==> src/rtl/decode_rob_pkg.sv <==
// decode_rob_pkg: shared ROB sizing constants and the allocator FSM encoding.
package decode_rob_pkg;
  localparam int ROB_AW    = 4;
  localparam int ROB_DEPTH = 2 ** ROB_AW;
  localparam int FID_W     = 8;
  typedef enum logic {RUN = 1'b0, FLUSH = 1'b1} rob_state_e;
endpackage

==> src/rtl/decode_rob_ptr.sv <==
// decode_rob_ptr: wrap-bit pointer register; load takes priority over increment.
module decode_rob_ptr #(
  parameter int W = 5
) (
  input  logic         clk,
  input  logic         resetn,
  input  logic         i_inc,
  input  logic         i_load,
  input  logic [W-1:0] i_val,
  output logic [W-1:0] o_q
);
  logic [W-1:0] r_q;
  always_ff @(posedge clk or negedge resetn)
    if (!resetn) r_q <= '0;
    else         r_q <= i_load ? i_val : r_q + W'(i_inc);
  assign o_q = r_q;
endmodule

==> src/rtl/decode_rob_ctrl.sv <==
// decode_rob_ctrl: ROB entry allocation, writeback tracking and in-order commit,
// with a one-cycle flush state after branch correction or snoop hit.
module decode_rob_ctrl
  import decode_rob_pkg::*;
#(
  parameter int ROB_AW = decode_rob_pkg::ROB_AW,
  parameter int FID_W  = decode_rob_pkg::FID_W
) (
  input  logic              clk,
  input  logic              resetn,
  input  logic              bco_valid,
  input  logic              snoop_hit,
  input  logic              alloc_req,
  output logic              alloc_ready,
  output logic [ROB_AW-1:0] alloc_rob,
  output logic [FID_W-1:0]  alloc_fid,
  input  logic              wb_en,
  input  logic [ROB_AW-1:0] wb_rob,
  output logic              commit_valid,
  output logic [ROB_AW-1:0] commit_rob,
  input  logic              commit_ready,
  output logic [ROB_AW:0]   count,
  output logic              empty,
  output logic              full
);
  localparam int DEPTH = 2 ** ROB_AW;
  rob_state_e r_state, w_state_nxt;
  logic [DEPTH-1:0] r_done, w_done_nxt;
  logic [FID_W-1:0] r_fid;
  logic [ROB_AW:0] w_head, w_tail;
  logic [ROB_AW-1:0] w_head_idx, w_tail_idx, w_wb_off;
  logic w_flush, w_alloc, w_commit, w_wb;

  decode_rob_ptr #(.W(ROB_AW + 1)) u_head (
    .clk(clk), .resetn(resetn), .i_inc(w_commit), .i_load(1'b0),
    .i_val('0), .o_q(w_head)
  );
  decode_rob_ptr #(.W(ROB_AW + 1)) u_tail (
    .clk(clk), .resetn(resetn), .i_inc(w_alloc), .i_load(w_flush),
    .i_val(w_head), .o_q(w_tail)
  );

  assign w_head_idx   = w_head[ROB_AW-1:0];
  assign w_tail_idx   = w_tail[ROB_AW-1:0];
  assign empty        = w_head == w_tail;
  assign full         = (w_head_idx == w_tail_idx) && (w_head[ROB_AW] != w_tail[ROB_AW]);
  assign count        = w_tail - w_head;
  assign w_flush      = bco_valid || snoop_hit;
  assign alloc_ready  = (r_state == RUN) && !full && !w_flush;
  assign alloc_rob    = w_tail_idx;
  assign alloc_fid    = r_fid;
  assign commit_valid = (r_state == RUN) && !empty && r_done[w_head_idx];
  assign commit_rob   = w_head_idx;
  assign w_alloc      = alloc_req && alloc_ready;
  assign w_commit     = commit_valid && commit_ready && !w_flush;
  // Distance from head below occupancy means wb_rob sits inside [head, tail).
  assign w_wb_off     = wb_rob - w_head_idx;
  assign w_wb         = wb_en && !w_flush && ({1'b0, w_wb_off} < count);

  always_comb begin
    w_state_nxt = w_flush ? FLUSH : RUN;
    w_done_nxt  = r_done;
    if (w_wb) w_done_nxt[wb_rob] = 1'b1;
    if (w_alloc) w_done_nxt[w_tail_idx] = 1'b0;
    if (w_commit) w_done_nxt[w_head_idx] = 1'b0;
    if (w_flush) w_done_nxt = '0;
  end

  always_ff @(posedge clk or negedge resetn)
    if (!resetn) begin
      r_state <= RUN;
      r_done  <= '0;
      r_fid   <= '0;
    end else begin
      r_state <= w_state_nxt;
      r_done  <= w_done_nxt;
      r_fid   <= r_fid + FID_W'(w_alloc);
    end
endmodule

==> config.mk <==
export PLATFORM = sky130hd
export DESIGN_NAME = decode_rob_ctrl
export DESIGN_NICKNAME = d
export VERILOG_FILES = /design/src/rtl/decode_rob_pkg.sv /design/src/rtl/decode_rob_ptr.sv /design/src/rtl/decode_rob_ctrl.sv
export SDC_FILE = /design/constraint.sdc
export NUM_CORES = 1
export LEC_CHECK = 0
export ABC_AREA = 1
export BUFFER_PORTS_ARGS = -buffer_cell sky130_fd_sc_hd__buf_2
export CORE_MARGIN = 2
export CORE_UTILIZATION = 32
export DETAILED_ROUTE_END_ITERATION = 8
export PLACE_DENSITY = 0.6
export SLEW_MARGIN = 20
export SYNTH_ARGS = -nofsm -noshare
export SYNTH_HDL_FRONTEND = slang
export SYNTH_SLANG_ARGS = --single-unit
==> constraint.sdc <==
create_clock -name clk -period 4.6 [get_ports clk]
set_clock_uncertainty 0.2 [all_clocks]
set_input_delay 0.92 -clock clk [delete_from_list [all_inputs] [get_ports clk]]
set_output_delay 0.92 -clock clk [all_outputs]
set_load 0.01 [all_outputs]
# [After elaboration in Yosys (flattened, before gate mapping)]
# Cells that the tools add are included.
[word_totals] wordCells=57 mem_count=0 in_bits=11 latch_bits=0 ram_bits=0 register_bits=35 mem_bits_ro=0
[op_classes] muxes=14 n_shift=0 addsub=5 div_mod_pow=0 n_bitwise=6 n_reduce_logical=17 n_eq_ne=3 magnitude_cmp=7 n_mul=0
[ops] operator="2-to-1 mux 16 bit" n=4
[ops] operator="AND 16 bit" n=2
[ops] operator="inverter 16 bit" n=2
[ops] operator="OR 16 bit" n=1
[ops] operator="< comparator 4 x 5 -> 1 bit, second input constant" n=3
[ops] operator="logical AND 1 bit" n=13
[ops] operator="demux 1 bit (select 4 bit)" n=3
[ops] operator="greater-or-equal comparator 4 x 1 -> 1 bit, second input constant" n=3
[ops] operator="adder 5 x 1 -> 5 bit" n=2
[ops] operator="adder 8 x 1 -> 8 bit" n=1
[ops] operator="== test 5 bit" n=1
[ops] operator="< comparator 4 x 5 -> 1 bit" n=1
[ops] operator="2-to-1 mux 1 bit" n=5
[ops] operator="2-to-1 mux 5 bit" n=1
[ops] operator="subtractor 5 bit" n=1
[ops] operator="binary-select mux 1 bit (select 4 bit)" n=1
[ops] operator="== test 4 bit" n=1
[ops] operator="subtractor 4 bit" n=1
[ops] operator="zero test 1 bit" n=3
[ops] operator="logical OR 1 bit" n=1
[ops] operator="!= test 1 bit" n=1
[ops] operator="inverter 1 bit" n=1

# [Longest topological paths before layout]
# Gate-level depths: netlist of the first run.
[depth] depth_word=11 mapped_depth=18 depth_no_buf=17

# [Cells and area by module]
# Synthesis of the first run repeated with hierarchy kept, for this count alone.
[unflattened] cells_unflattened=456 hier_area_um2=2999.1
[by_module_without_submodules] mod="decode_rob_ctrl" n_inst=1 cells_each=394 area_per_inst_um2=2486.1
[by_module_without_submodules] mod="decode_rob_ptr" n_inst=2 cells_each=31 area_per_inst_um2=256.5

# [Least setup slack after synthesis of the first run]
# Ideal clock, no wire load.
[synth_path] kind="input-to-reg" start="input port wb_rob[0]" end="register r_done[10]" setup_slack_ns=1.629 arrival_time_ns=2.700 cell_stages=17 setup_time_ns=0.071 cell_sequence="inv_1 -> ha_1 -> inv_1 -> fa_1 -> ha_1 -> nand2_1 -> nand2_1 -> nand2_1 -> nand2_1 -> nand2_1 -> nand2_1 -> nand2_2 -> nand2_4 -> buf_6 -> nand2_1 -> nand2_1 -> nor2_1"
[synth_via] elab_chain_cells=11 word_cells_on_any_way=15 cone_classes="add/sub: 1; order compare: 3; mux: 6; bitwise: 3; reduce/logical: 2"
[synth_lines] item="from (decl)" line_no="decode_rob_ctrl.sv:18" source="input logic [ROB_AW-1:0] wb_rob,"
[synth_lines] item="< comparator 4 x 5 -> 1 bit (implied by the code) / greater-or-equal comparator 4 x 1 -> 1 bit (equally long branches)" line_no="decode_rob_ctrl.sv:63" source="if (w_wb) w_done_nxt[wb_rob] = 1'b1;"
[synth_lines] item="logical AND 1 bit (implied by the code)" line_no="decode_rob_ctrl.sv:63"
[synth_lines] item="2-to-1 mux 1 bit (implied by the code)" line_no="decode_rob_ctrl.sv:63"
[synth_lines] item="demux 1 bit (select 4 bit)" line_no="decode_rob_ctrl.sv:63"
[synth_lines] item="OR 16 bit (no line)"
[synth_lines] item="2-to-1 mux 16 bit (*)" line_no="decode_rob_ctrl.sv:63"
[synth_lines] item="AND 16 bit (no line)"
[synth_lines] item="2-to-1 mux 16 bit (*)" line_no="decode_rob_ctrl.sv:64" source="if (w_alloc) w_done_nxt[w_tail_idx] = 1'b0;"
[synth_lines] item="AND 16 bit (no line)"
[synth_lines] item="2-to-1 mux 16 bit (*)" line_no="decode_rob_ctrl.sv:65" source="if (w_commit) w_done_nxt[w_head_idx] = 1'b0;"
[synth_lines] item="2-to-1 mux 16 bit (*)" line_no="decode_rob_ctrl.sv:66" source="if (w_flush) w_done_nxt = '0;"
[synth_lines] item="named net w_done_nxt[10]" line_no="decode_rob_ctrl.sv:28" source="logic [DEPTH-1:0] r_done, w_done_nxt;"
[synth_lines] item="to (signal assigned)" line_no="decode_rob_ctrl.sv:76" source="r_done <= w_done_nxt;"
[synth_lines] item="to (decl)" line_no="decode_rob_ctrl.sv:28"
# The timed path passes the listed nets; every way through them passes the cells marked *.

# [Worst setup path after layout of the first run]
[layout_path] start="register u_head.r_q[0], in the netlist u_head.o_q[0]" end="output port count[4]"
[layout_via] elab_chain_cells=1
[layout_lines] item="from (decl)" line_no="decode_rob_ptr.sv:12" source="logic [W-1:0] r_q;"
[layout_lines] item="from (signal assigned)" line_no="decode_rob_ptr.sv:15" source="else r_q <= i_load ? i_val : r_q + W'(i_inc);"
[layout_lines] item="subtractor 5 bit" line_no="decode_rob_ctrl.sv:47" source="assign count = w_tail - w_head;"
[layout_lines] item="to (decl)" line_no="decode_rob_ctrl.sv:22" source="output logic [ROB_AW:0] count,"
# No other way between the ends.

==> impl_metrics.env, run 1 <==
export IMPL_synth_edf_count=0
export IMPL_gp_congestion=0.845
export IMPL_drive_above_1_share=0.125
export IMPL_synthCells=441
export IMPL_place_inst=564
export IMPL_relSlewSlack=0.388
export IMPL_ys_flop_type="dfrtp_1"
export IMPL_status="completed"
export IMPL_cts_resized=0
export IMPL_syn_area_per_cell_um2=6.67
export IMPL_numCtsBuffers=5
export IMPL_crit_fanout=18
export IMPL_num_rows=34
export IMPL_synth_xor_area_share=0.0562
export IMPL_fillCellCount=926
export IMPL_ctsHoldBuffers=0
export IMPL_routed_via_count=2660
export IMPL_clock_root_buffer="clkbuf_8"
export IMPL_antenna_found_initial=0
export IMPL_yosys_warnings=0
export IMPL_h_tree_depth=2
export IMPL_core_area_um2=8810
export IMPL_overflow=0
export IMPL_final_max_slew_viol_count=0
export IMPL_cp_arrival_ps=2470
export IMPL_grt_pass1_wl_um=12600
export IMPL_min_to="alloc_fid[7]$_DFF_PN0_"
export IMPL_synth_area_mux_share=0
export IMPL_yosysTopAreaCellShare=0.298
export IMPL_fin_cells=572
export IMPL_firstDrtPassIters=4
export IMPL_synth_seq_cells=35
export IMPL_synth_seq_area_share=0.298
export IMPL_yosys_area_share_adder=0.0817
export IMPL_routedWlPerCell_um=12.8
export IMPL_synth_top_family_by_area="simple AND/OR/NAND/NOR gates"
export IMPL_p_leak_nw=1.75
export IMPL_dieArea_um2=9970
export IMPL_endpoint_kind="primary output"
export IMPL_path_clk_slew_ps=70
export IMPL_grtUsageTotal=0.158
export IMPL_die_y_um=99.9
export IMPL_hpwlAfterDp_um=5580
export IMPL_setup_viol=0
export IMPL_r2r_cells=15
export IMPL_multi_input_area_um2=1640
export IMPL_clk_latency_ps=290
export IMPL_drt_wl_total_um=7330
export IMPL_cts_tree="yes"
export IMPL_area_growth_pct=8.30
export IMPL_whs_path_depth=1
export IMPL_n_antenna_cell=0
export IMPL_cts_setup_buffers=0
export IMPL_layout_nets=492
export IMPL_worst_setup_path_start_kind="register"
export IMPL_ioPinCount=36
export IMPL_r2r_setup_slack_ps=1270
export IMPL_min_path_type="reg2reg"
export IMPL_grt_max_degree=36
export IMPL_netlist_area_um2=2940
export IMPL_synth_simple_area_share=0.340
export IMPL_yosys_area_top_type="dfrtp_1"
export IMPL_synth_fp_nets=470
export IMPL_yosys_top_cells_area="dfrtp_1 (30%), nand2_1 (16%), inv_1 (8.9%)"
export IMPL_die_width_um=99.9
export IMPL_cts_sinks=35
export IMPL_period_share=0.781
export IMPL_ir_worst_vdd_uv=167
export IMPL_timing_rr_start="u_head.o_q[0]$_DFF_PN0_"
export IMPL_setup_tns_ps=0
export IMPL_tightest_slew_ps=914
export IMPL_cap_violations=0
export IMPL_clock_path_buffers=2
export IMPL_synthArstFlopShare=1.00
export IMPL_post_drt_via_cell_ratio=4.65
export IMPL_hold_viol_final=0
export IMPL_drt_iter0_drc=129
export IMPL_drc_errors=0
export IMPL_min_period_ps=3590
export IMPL_grt_pass1_vias=2563
export IMPL_seq_area_um2=876
export IMPL_worstPathRequired_ps=3480
export IMPL_start_util=0.334
export IMPL_cellPowerDensity_nw_per_um2=310
export IMPL_ant_nets=0
export IMPL_crit_start="u_head.o_q[0]$_DFF_PN0_"
export IMPL_synth_compound_area_frac=0.0787
export IMPL_synthDistinctLibCells=28
export IMPL_rsz0062_at_grt="no"
export IMPL_min_from="alloc_fid[7]$_DFF_PN0_"
export IMPL_rr_endpoint="r_done[5]$_DFF_PN0_"
export IMPL_max_freq_mhz=278
export IMPL_port_buffers=35
export IMPL_crit_type="reg2out"
-- state kept, by name, summed over array words and instances, names as in the netlist --
| signal | count |
|---|---|
| r_done | 16 |
| alloc_fid | 8 |
| u_head.o_q | 5 |
| u_tail.o_q | 5 |
| r_state | 1 |
-- metal layers --
metal / global-route usage / wire (um)
met5: 0 / 0
met4: 0.0390 / 68
met3: 0.0237 / 261
met2: 0.268 / 3520
met1: 0.213 / 3480
-- cell families after synthesis --
logic type                 count (synthesis)
DFF                                       35
and+or+nand+nor                          232
adders and majority gates                 18
xor gates and xnor gates                  18
buffers and inverters                     94
AOI/OAI and AO/OA                         44
-- power by group --
group | switching (mW) | internal [mW]
Combinational | 0.263 | 0.134
Sequential | 0.0381 | 0.331
Clock | 0.117 | 0.106
-- how the worst max path moves through the flow --
| stage | endpoint | slack, ps | cells past startpoint |
|---|---|---|---|
| global placement | r_done[4]$_DFF_PN0_ | 1240 | 17 |
| global route | r_done[4]$_DFF_PN0_ | 840 | 15 |
| detailed placement | alloc_ready | 1170 | 7 |
| finish | count[4] | 1010 | 8 |
| floorplan | r_done[10]$_DFF_PN0_ | 1630 | 17 |
| CTS | count[4] | 1000 | 8 |
-- stage by stage --
| stage | power [mW] | cell area (um2) | hold WS (ps) | setup slack, ps | util |
|---|---|---|---|---|---|
| after detailed placement | 0.772 | 3100 | 265 | 1170 | 0.352 |
| after floorplan | 0.673 | 2940 | 303 | 1630 | - |
| after global placement | 0.766 | 3100 | 266 | 1240 | 0.352 |
| after CTS | 0.997 | 3180 | 276 | 1000 | 0.362 |
| after global routing | 1.07 | 3180 | 292 | 842 | 0.362 |
| final | 0.988 | 3180 | 266 | 1010 | 0.362 |
-- cell usage after synthesis, types with 2 or more instances --
master	n
nand2_1	125
inv_1	70
nor2_1	53
dfrtp_1	35
nand3_1	27
o21ai_0	21
a21oi_1	19
ha_1	16
nand4_1	16
buf_4	12
xor2_1	10
xnor2_1	7
buf_2	4
nor2_2	4
buf_6	3
inv_2	3
o21ai_1	3
fa_1	2
nand2_2	2
-- area by class of cell --
cell class	count	area share
multi-input combinational	312	0.514
sequential	35	0.275
inverter	74	0.0880
timing repair buffer	35	0.0550
tap	108	0.0424
clock buffer	7	0.0240
clock inverter	1	0.00157
-- layout by cell type (no fill, tap or decap), drive strengths merged, types with 16 or more instances in the layout --
cell	count
nand2	128
inv	74
nor2	58
dfrtp	35
buf	35
nand3	28
o21ai	24
a21oi	20
nand4	16
ha	16
-- worst max-delay path, cell delays in order, from the launching register on --
cell and delay [ps]:
dfrtp_1 790, ha_1 260, inv_1 70, fa_1 400, nand3_1 100, nand2_1 70, xnor2_1 280, inv_1 70
buf_2 140
Note: power is estimated with default switching activity, not from simulation.
==> run 2, diff against run 1 <==
==> constraint.sdc (replaced) <==
create_clock -name clk -period 3.7 [get_ports clk]
set_clock_uncertainty 0.2 [all_clocks]
set_input_delay 0.74 -clock clk [delete_from_list [all_inputs] [get_ports clk]]
set_output_delay 0.74 -clock clk [all_outputs]
set_load 0.01 [all_outputs]
==> run 2 against run 1 <==
Effect of this change:
- power up 23%
- hold slack better by 4.5 ps
- largest power group unchanged
- cell count up 0.17%
- register-to-register slack worse by 680 ps
- wire length down 0.33%
- combinational power up 29%
- cell area up 0.43%
- sequential power up 21%
- critical endpoint is now commit_valid
- die area unchanged
- sequential share of layout area down 0.12 points
- critical path depth up 2
- sequential cell count unchanged
==> impl_metrics.env, run 2 (synthesis results as in run 1) <==
export IMPL_numCtsBuffers=5
export IMPL_area_growth_pct=8.77
export IMPL_port_buffers=35
export IMPL_ir_worst_vdd_uv=186
export IMPL_timing_hold_ws_ps=270
export IMPL_rsz0062_at_grt="no"
export IMPL_slowest_delay_ps=460
export IMPL_post_drt_via_cell_ratio=4.75
export IMPL_n_antenna_cell=0
export IMPL_grtUsageTotal=0.153
export IMPL_final_common_cell="nand2_1"
export IMPL_cts_resized=0
export IMPL_max_freq_mhz=305
export IMPL_clk_latency_ps=290
export IMPL_place_ws_ps=458
export IMPL_grt_pass1_vias=2475
export IMPL_num_rows=34
export IMPL_min_period_ps=3270
export IMPL_drc_errors=0
export IMPL_path_delay_family="flip-flops"
export IMPL_worst_path_buf_inv=3
export IMPL_min_from="alloc_fid[7]$_DFF_PN0_"
export IMPL_mostFrequentLayoutCells="nand2_1 (125), inv_1 (70), nor2_1 (53)"
export IMPL_dieArea_um2=9970
export IMPL_worstPathRequired_ps=2760
export IMPL_r2r_setup_slack_ps=590
export IMPL_core_area_um2=8810
export IMPL_ioPinCount=36
export IMPL_tightest_slew_ps=943
export IMPL_ant_nets=0
export IMPL_layout_nets=495
export IMPL_min_path_type="reg2reg"
export IMPL_crit_fanout=17
export IMPL_cts_sinks=35
export IMPL_setup_tns_ps=0
export IMPL_whs_path_depth=1
export IMPL_drive_above_1_share=0.129
export IMPL_multi_input_area_um2=1640
export IMPL_period_share=0.885
export IMPL_endpoint_kind="primary output"
export IMPL_routedWlPerCell_um=12.8
export IMPL_cp_common_cell="nand2_1"
export IMPL_cp_cell_sequence="inv_1 -> ha_1 -> nand2_1 -> nor2_2 -> nand2_1 -> nand2_1 -> a21oi_4 -> nand2_2 -> inv_1 -> buf_2"
export IMPL_ctsHoldBuffers=0
export IMPL_start_util=0.334
export IMPL_drt_wl_total_um=7310
export IMPL_fillCellCount=946
export IMPL_antenna_found_initial=0
export IMPL_cap_violations=0
export IMPL_die_y_um=99.9
export IMPL_routed_via_count=2721
export IMPL_clock_root_buffer="clkbuf_8"
export IMPL_overflow=0
export IMPL_worst_setup_path_start_kind="register"
export IMPL_die_width_um=99.9
export IMPL_drt_iter0_drc=159
export IMPL_final_max_slew_viol_count=0
export IMPL_status="completed"
export IMPL_seq_area_um2=876
export IMPL_clock_path_buffers=2
export IMPL_grt_pass1_wl_um=12100
export IMPL_cts_setup_buffers=0
export IMPL_largest_register_ffs=16
export IMPL_timing_rr_start="u_head.o_q[0]$_DFF_PN0_"
export IMPL_crit_start="u_head.o_q[2]$_DFF_PN0_"
export IMPL_hold_viol_final=0
export IMPL_worst_path_max_delay_cell="dfrtp_1"
export IMPL_setup_viol=0
export IMPL_cp_depth=10
export IMPL_firstDrtPassIters=6
export IMPL_grt_max_degree=36
export IMPL_top_register="r_done"
export IMPL_cp_arrival_ps=2330
export IMPL_h_tree_depth=2
export IMPL_path_clk_slew_ps=70
export IMPL_r2r_cells=15
export IMPL_gp_congestion=0.838
export IMPL_relSlewSlack=0.369
export IMPL_cts_tree="yes"
export IMPL_crit_type="reg2out"
export IMPL_cellPowerDensity_nw_per_um2=380
export IMPL_worst_slack_ps=426
export IMPL_p_leak_nw=1.76
export IMPL_hpwlAfterDp_um=5620
run 2: layout make-up:
cell class              count  area share
repair buffers             38      0.0618
well taps                 108      0.0423
clock buffers               6      0.0227
flip-flops and latches     35       0.274
multi-input cells         312       0.512
inverters                  74      0.0876
run 2: worst paths after layout:
path                                           to
max                                  commit_valid
min                        alloc_fid[7]$_DFF_PN0_
max reg2reg                  r_done[13]$_DFF_PN0_
min reg2reg                alloc_fid[7]$_DFF_PN0_
max in group asynchronous    r_done[15]$_DFF_PN0_
min in group asynchronous  alloc_fid[1]$_DFF_PN0_
run 2: where the power goes:
group	total, mW	internal, mW	switching [mW]
Combinational	0.512	0.171	0.341
Sequential	0.446	0.412	0.0344
Clock	0.255	0.125	0.130
run 2: stage by stage:
stage	utilization	power (mW)	std cells	instance area [um2]
6_report	0.363	1.21	573	3200
5_1_grt	0.363	1.32	573	3200
4_1_cts	0.363	1.23	573	3200
3_5_place_dp	0.355	0.966	567	3130
3_3_place_gp	0.355	0.958	567	3130
2_1_floorplan	-	0.836	441	2940
run 2: routing by layer:
layer	routed length [um]	GRT usage	vias up
met5	0	0	-
met4	93	0.0390	0
met3	295	0.0265	9
met2	3450	0.252	71
met1	3470	0.210	1228
li1	-	-	1413
==> run 3, diff against run 2 <==
==> constraint.sdc (replaced) <==
create_clock -name clk -period 4 [get_ports clk]
set_clock_uncertainty 0.2 [all_clocks]
set_input_delay 0.8 -clock clk [delete_from_list [all_inputs] [get_ports clk]]
set_output_delay 0.8 -clock clk [all_outputs]
set_load 0.01 [all_outputs]
==> run 3 against run 2 <==
Effect of this change:
- die area did not move
- largest cell class unchanged
- register-to-register slack better by 270 ps
- critical path type unchanged
- clock power grew 13%
- critical path depth is the same
- count of clock-buffer cells in the layout rose by 2
- hold slack lost 4.5 ps
- setup slack improved by 160 ps
- highest routed layer unchanged
- combinational power is 7.8% lower
- cell area up 0.63%
- sequential share of layout area decreased by 0.17 points
- critical endpoint unchanged
==> impl_metrics.env, run 3 (synthesis results as in run 1) <==
export IMPL_status="completed"
export IMPL_largest_register_ffs=16
export IMPL_cts_sinks=35
export IMPL_min_path_type="reg2reg"
export IMPL_numCtsBuffers=5
export IMPL_worstPathRequired_ps=3000
export IMPL_wl_met2_um=3390
export IMPL_rsz0062_at_grt="no"
export IMPL_crit_start="u_head.o_q[1]$_DFF_PN0_"
export IMPL_core_area_um2=8810
export IMPL_relSlewSlack=0.361
export IMPL_cts_setup_buffers=0
export IMPL_p_int_uw=695
export IMPL_r2r_setup_slack_ps=860
export IMPL_ioPinCount=36
export IMPL_fin_cells=574
export IMPL_r2r_cells=15
export IMPL_worst_setup_path_start_kind="register"
export IMPL_met3_length_um=255
export IMPL_grt_pass1_vias=2632
export IMPL_mostFrequentLayoutCells="nand2_1 (125), inv_1 (70), nor2_1 (53)"
export IMPL_start_util=0.334
export IMPL_timing_rr_start="u_head.o_q[0]$_DFF_PN0_"
export IMPL_seq_power_share=0.353
export IMPL_overflow=0
export IMPL_swShare=0.409
export IMPL_die_width_um=99.9
export IMPL_max_freq_mhz=292
export IMPL_tightest_slew_ps=955
export IMPL_min_to="alloc_fid[7]$_DFF_PN0_"
export IMPL_area_growth_pct=9.45
export IMPL_clock_root_buffer="clkbuf_8"
export IMPL_path_clk_slew_ps=70
export IMPL_highest_layer="met4"
export IMPL_rr_endpoint="r_done[2]$_DFF_PN0_"
export IMPL_clkPwrFrac=0.245
export IMPL_setup_viol=0
export IMPL_crit_type="reg2out"
export IMPL_drt_wl_total_um=7280
export IMPL_port_buffers=35
export IMPL_layout_nets=494
export IMPL_ir_worst_vdd_uv=232
export IMPL_power_frac_comb=0.401
export IMPL_setup_tns_ps=0
export IMPL_grt_pass1_wl_um=12700
export IMPL_antenna_found_initial=0
export IMPL_cts_tree="yes"
export IMPL_hpwlAfterDp_um=5620
export IMPL_grt_max_degree=36
export IMPL_timing_hold_ws_ps=266
export IMPL_num_rows=34
export IMPL_dieArea_um2=9970
export IMPL_p_leak_nw=1.77
export IMPL_final_common_cell="nand2_1"
export IMPL_period_share=0.855
export IMPL_ant_nets=0
export IMPL_cap_violations=0
export IMPL_h_tree_depth=2
export IMPL_post_drt_via_cell_ratio=4.70
export IMPL_p_sw_uw=481
export IMPL_routedWlPerCell_um=12.7
export IMPL_place_inst=566
export IMPL_whs_path_depth=1
export IMPL_clock_path_buffers=2
export IMPL_ctsHoldBuffers=0
export IMPL_die_y_um=99.9
export IMPL_min_period_ps=3420
export IMPL_cts_resized=0
export IMPL_drt_iter0_drc=140
export IMPL_drive_above_1_share=0.131
export IMPL_clk_latency_ps=290
export IMPL_gp_congestion=0.825
export IMPL_crit_fanout=17
export IMPL_n_antenna_cell=0
export IMPL_drc_errors=0
export IMPL_hold_viol_final=0
export IMPL_firstDrtPassIters=5
export IMPL_min_from="alloc_fid[7]$_DFF_PN0_"
export IMPL_routed_via_count=2699
export IMPL_endpoint_kind="primary output"
export IMPL_grtUsageTotal=0.158
export IMPL_top_register="r_done"
export IMPL_fin_util=0.365
export IMPL_cp_arrival_ps=2420
export IMPL_cellPowerDensity_nw_per_um2=366
export IMPL_final_max_slew_viol_count=0
export IMPL_met1_length_um=3580
==> run 3: metal layers <==
layer	up-vias	GRT usage
li1	1411	-
met1	1228	0.220
met2	56	0.250
met3	4	0.0299
met4	0	0.0506
met5	-	0
==> run 3: cell type report <==
class                   instances  area, um2
inverters                      74        280
flip-flops and latches         35        876
clock buffers                   8        100
well taps                     108        135
fillers                       980       5590
multi-input cells             312       1640
repair buffers                 37        190
==> run 3: worst max-delay path by stage <==
stage	to	slack, ps	cells past startpoint
2_1_floorplan	r_done[10]$_DFF_PN0_	1150	17
3_3_place_gp	r_done[4]$_DFF_PN0_	810	17
3_5_place_dp	r_done[2]$_DFF_PN0_	720	17
4_1_cts	commit_valid	590	10
5_1_grt	commit_valid	450	10
6_report	commit_valid	580	10
==> run 3: critical path, stage by stage, from the launching register on <==
cell	delay, ps
dfrtp_1	610
inv_4	160
ha_1	330
nand2_1	90
nor2_2	40
nand2_1	90
nand2_1	90
a21oi_4	360
nand2_2	140
inv_1	80
buf_2	120
==> run 3: stage by stage <==
| step | setup slack [ps] | area [um2] | power (mW) |
|---|---|---|---|
| after CTS | 592 | 3220 | 1.19 |
| after detailed placement | 719 | 3120 | 0.895 |
| after global placement | 806 | 3120 | 0.885 |
| final | 581 | 3220 | 1.18 |
| after global routing | 448 | 3220 | 1.28 |
| after floorplan | 1150 | 2940 | 0.774 |
==> run 3: power groups by stage <==
stage	sequential, mW	clock [mW]	combinational, mW
floorplan	0.419	0	0.355
global placement	0.421	0	0.464
detailed placement	0.423	0	0.472
CTS	0.416	0.299	0.474
global route	0.421	0.319	0.536
finish	0.416	0.289	0.472
